$ cat src/rtl/regfile_dump_ctrl.sv
// Debug dump sequencer: halts the pipeline, walks the register file through its
// async read port and streams a header byte plus every register, MSB byte first, to UART TX.
module regfile_dump_ctrl #(
  parameter int         LEN         = 32,
  parameter int         NB_REG      = 32,
  parameter int         NB_ADDR     = 5,
  parameter int         HALT_CYCLES = 2,
  parameter logic [7:0] HEADER      = 8'hA5
) (
  input  logic               i_clk,
  input  logic               i_rst,
  input  logic               i_dump_req,
  output logic               o_pipe_enable,
  output logic [NB_ADDR-1:0] o_rf_addr,
  input  logic [LEN-1:0]     i_rf_data,
  output logic [7:0]         o_tx_data,
  output logic               o_tx_valid,
  input  logic               i_tx_ready,
  output logic               o_busy,
  output logic               o_done
);
  localparam int NBYTES = LEN / 8;
  localparam int BC_W   = (NBYTES > 1) ? $clog2(NBYTES) : 1;
  localparam int HC_W   = (HALT_CYCLES > 1) ? $clog2(HALT_CYCLES) : 1;

  typedef enum logic [2:0] {IDLE, HALT, HDR, LOAD, SEND, DONE} state_t;

  state_t             state;
  logic [HC_W-1:0]    halt_cnt;
  logic [BC_W-1:0]    byte_cnt;
  logic [NB_ADDR-1:0] idx;
  logic [LEN-1:0]     shreg;
  logic [LEN-1:0]     sh_next;
  logic               xfer;

  assign xfer    = o_tx_valid & i_tx_ready;
  assign sh_next = shreg << 8;

  always_ff @(posedge i_clk) begin
    if (!i_rst) begin
      state         <= IDLE;
      o_pipe_enable <= 1'b1;
      o_rf_addr     <= '0;
      o_tx_data     <= '0;
      o_tx_valid    <= 1'b0;
      o_busy        <= 1'b0;
      o_done        <= 1'b0;
      halt_cnt      <= '0;
      byte_cnt      <= '0;
      idx           <= '0;
      shreg         <= '0;
    end else begin
      case (state)
        IDLE: if (i_dump_req) begin
          state         <= HALT;
          halt_cnt      <= '0;
          o_pipe_enable <= 1'b0;
          o_busy        <= 1'b1;
        end
        // Halt wait lets a write already in flight on the RF negedge port land.
        HALT: if (halt_cnt == HC_W'(HALT_CYCLES - 1)) begin
          state      <= HDR;
          o_tx_data  <= HEADER;
          o_tx_valid <= 1'b1;
        end else begin
          halt_cnt <= halt_cnt + HC_W'(1);
        end
        HDR: if (xfer) begin
          state      <= LOAD;
          o_tx_valid <= 1'b0;
          idx        <= '0;
          o_rf_addr  <= '0;
        end
        // Address was registered on entry, so the async read data is settled here.
        LOAD: begin
          shreg      <= i_rf_data;
          o_tx_data  <= i_rf_data[LEN-1 -: 8];
          o_tx_valid <= 1'b1;
          byte_cnt   <= '0;
          state      <= SEND;
        end
        SEND: if (xfer) begin
          if (byte_cnt == BC_W'(NBYTES - 1)) begin
            o_tx_valid <= 1'b0;
            if (idx == NB_ADDR'(NB_REG - 1)) begin
              state  <= DONE;
              o_done <= 1'b1;
            end else begin
              idx       <= idx + NB_ADDR'(1);
              o_rf_addr <= idx + NB_ADDR'(1);
              state     <= LOAD;
            end
          end else begin
            shreg     <= sh_next;
            o_tx_data <= sh_next[LEN-1 -: 8];
            byte_cnt  <= byte_cnt + BC_W'(1);
          end
        end
        DONE: begin
          o_done        <= 1'b0;
          o_busy        <= 1'b0;
          o_pipe_enable <= 1'b1;
          idx           <= '0;
          state         <= IDLE;
        end
        default: state <= IDLE;
      endcase
    end
  end
endmodule

$ cat config.mk
export PLATFORM = sky130hd
export DESIGN_NAME = regfile_dump_ctrl
export DESIGN_NICKNAME = d
export VERILOG_FILES = /design/src/rtl/regfile_dump_ctrl.sv
export SDC_FILE = /design/constraint.sdc
export NUM_CORES = 1
export LEC_CHECK = 0
export ABC_CLOCK_PERIOD_IN_PS = 3000
export CORE_MARGIN = 10
export CORE_UTILIZATION = 50
export DETAILED_ROUTE_END_ITERATION = 10
export PLACE_DENSITY_LB_ADDON = 0.12
export SLEW_MARGIN = 20
export SYNTH_ARGS = -nofsm -noshare
export SYNTH_HDL_FRONTEND = slang
export SYNTH_SLANG_ARGS = --single-unit
$ cat constraint.sdc
create_clock -name i_clk -period 3 [get_ports i_clk]
set_clock_uncertainty 0.15 [all_clocks]
set_input_delay 0.3 -clock i_clk [delete_from_list [all_inputs] [get_ports i_clk]]
set_output_delay 0.3 -clock i_clk [all_outputs]
set_load 0.01 [all_outputs]
==> flow_summary.json <==
{
  "die_x_um": 88.4,
  "cellLeakagePower_nw": 1.06,
  "synth.area.top_cells": "dfxtp_1 45%, nand2_1 7.4%, nor2_1 4.3%, a311oi_2 3.9%, a311oi_1 3.7%",
  "gr-usage-met1_pct": 18.9,
  "synth_cell_types": 41,
  "syn_avg_cell_area_um2": 8.69,
  "use_met3_pct": 4.14,
  "cts_tree": "yes",
  "synthToLayoutAreaGrowth_pct": 27.1,
  "grt_setup_unrepaired": "false",
  "synth_top_area_share_pct": 44.5,
  "cts_setup_buffers": 0,
  "n_fill_cell": 397,
  "slew_headroom_pct": 58.0,
  "min_path_cells": 2,
  "cts_max_level": 2,
  "routedWlPerCell_um": 15.1,
  "gr-usage-met2_pct": 23.2,
  "p_sw_uw": 551,
  "status": "complete, no violations",
  "seq_area_frac_synth_pct": 44.5,
  "syn_nets": 308,
  "p_total_mw": 1.84,
  "clk_latency_ps": 300,
  "start_kind": "flop",
  "instances_no_fill": 366,
  "critPathArrivalTime_ps": 2470,
  "power_density_nw_per_um2": 621,
  "track_usage_pct": 14.8,
  "grt_max_degree": 36,
  "drive_gt1_share_pct": 7.96,
  "ys_warn_count": 0,
  "vdd_drop_max_mv": 0.368,
  "async_reset_ff_share_pct": 0,
  "hpwl_um": 4030,
  "nets": 354,
  "antenna_cells": 0,
  "antenna_found_initial": 0,
  "slowest_stage": "or3_1",
  "num_vias": 2055,
  "power_frac_seq_pct": 48.2,
  "place_congestion": 0.820,
  "grt.busiest_layer": "met2",
  "tightest_slew_ps": 614,
  "root_buffer": "clkbuf_8",
  "rr_worst_depth": 4,
  "finalHoldViolCount": 0,
  "hold_end": "shreg[3]",
  "drc": 0,
  "drtIter0Drc": 111,
  "pin_count": 53,
  "synthFlopType": "dfxtp_1",
  "ant_nets": 0,
  "grt_overflow": 0,
  "vias_per_cell": 5.61,
  "fmax_mhz": 420,
  "cap_viol_max_count": 0,
  "cts_hold_buf": 0,
  "cp_max_fo": 19,
  "period_minus_slack_ps": 2380,
  "synthCells": 269,
  "initial_utilization_pct": 52.6,
  "io_buffers": 52,
  "reg2reg_slack_ps": 620,
  "drt-pass1-iter-count": 4,
  "path_clk_slew_ps": 90,
  "wl_um": 5540,
  "r2r-start": "state[0]",
  "grt_pass1_wl_um": 9380,
  "multiInputGateArea_um2": 1190,
  "seq_area_um2": 1040,
  "fin_setup_tns_ps": 0,
  "synth_area_um2": 2340,
  "reg2reg_to": "byte_cnt[0]",
  "slew_viol_final": 0,
  "ys_ff_latch": 52,
  "worstPathCellList": "or3b_1 > or3_1 > mux2_2 > nor2_1",
  "core-area_um2": 4440,
  "setup_viol": 0,
  "dp_cells": 360,
  "critPathCaptureType": "flop",
  "die_h_um": 88.4,
  "die_area_um2": 7810,
  "grt_pass1_vias": 1969,
  "cts_buffer_depth": 2,
  "p_comb_share_pct": 27.3,
  "yosys.area.top_type": "dfxtp_1",
  "p_int_mw": 1.29,
  "switching_share_pct": 29.9,
  "num_rows": 24,
  "numCtsBuffers": 5,
  "finalCritPeriodShare_pct": 79.3,
  "cp_slowest_stage_delay_ps": 640,
  "clock_sinks": 52,
  "crit_type": "reg -> reg",
  "cts_resized": 0,
  "synth_edf_count": 0,
  "p_clk_share_pct": 24.4,
  "hold_path.class": "reg -> reg",
  "worstPathRequired_ps": 3090,
  "hp-start": "shreg[3]"
}
## worst max-delay path by stage
stage | startpoint | to | slack, ps
after floorplan | idx[0] | idx[3] | 950
after global placement | state[0] | byte_cnt[0] | 680
after detailed placement | state[0] | byte_cnt[0] | 670
after CTS | state[0] | byte_cnt[0] | 630
after global routing | state[0] | byte_cnt[0] | 480
final | state[0] | byte_cnt[0] | 620
## sequential cells by signal, indices dropped and copies added, names as in the netlist
name,cells
o_tx_valid,1
o_rf_addr,5
shreg,24
o_pipe_enable,1
o_tx_data,8
halt_cnt,1
o_done,1
byte_cnt,2
state,3
o_busy,1
idx,5
## per-stage QoR
step,util [%],instance area (µm²),hold slack [ps],worst slack (ps)
after floorplan,-,2340,286,947
after global placement,64.6,2870,306,680
after detailed placement,64.6,2870,307,666
after CTS,66.9,2970,325,632
after global routing,66.9,2970,355,478
final,66.9,2970,322,621
## cell type report
cell class | count | share of cell area (%)
clock inverter | 1 | 1.01
clock buffer | 5 | 2.32
multi-input combinational | 195 | 39.9
inverter | 2 | 0.253
sequential | 52 | 35.0
timing repair buffer | 59 | 19.3
tap | 52 | 2.19
## power by group through the flow
stage / logic, mW / registers (mW) / clock network [mW]
2_1_floorplan: 0.355 / 0.875 / 0
3_3_place_gp: 0.502 / 0.904 / 0
3_5_place_dp: 0.508 / 0.905 / 0
4_1_cts: 0.510 / 0.890 / 0.462
5_1_grt: 0.569 / 0.911 / 0.484
6_report: 0.505 / 0.890 / 0.450
## worst max-delay path, delay by kind of cell, from the launching register on
| kind | cells | cell delay [ps] |
|---|---|---|
| multiplexers | 1 | 360 |
| AND/OR/NAND/NOR | 3 | 1330 |
| flip-flops | 1 | 480 |
## layout by cell type, fill, tap and decap left out, types with 7 or more instances in the layout
cell and count:
dfxtp_1 52, clkdlybuf4s50_1 52, nand2_1 46, nor2_1 27, a21oi_1 15, nand3_1 12, a311oi_1 10, nor3_1 10
o21ai_0 7, buf_4 7
## kinds of logic after synthesis
| group | after synthesis | share of synthesized area, % |
|---|---|---|
| DFF | 52 | 44.5 |
| buffers and inverters | 22 | 4.98 |
| adders and majority gates | 3 | 1.61 |
| and+or+nand+nor | 117 | 23.2 |
| AOI/OAI and AO/OA | 70 | 23.6 |
| muxes | 2 | 0.963 |
| xor gates and xnor gates | 3 | 1.12 |
## per-layer routing
| metal | up-vias | wire, µm |
|---|---|---|
| li1 | 1065 | - |
| met1 | 939 | 2620 |
| met2 | 45 | 2460 |
| met3 | 6 | 386 |
| met4 | 0 | 73 |
| met5 | - | 0 |
## synthesized netlist by cell type, types with 4 or more instances
master	instances
dfxtp_1	52
nand2_1	46
nor2_1	27
a21oi_1	15
clkbuf_1	13
nand3_1	12
a311oi_1	10
nor3_1	10
o21ai_0	7
a211oi_1	6
a22o_1	6
a311oi_2	6
a22oi_1	5
and3_1	5
a21o_1	4
buf_6	4
o221ai_1	4
Note: power is estimated with default switching activity, not from simulation.
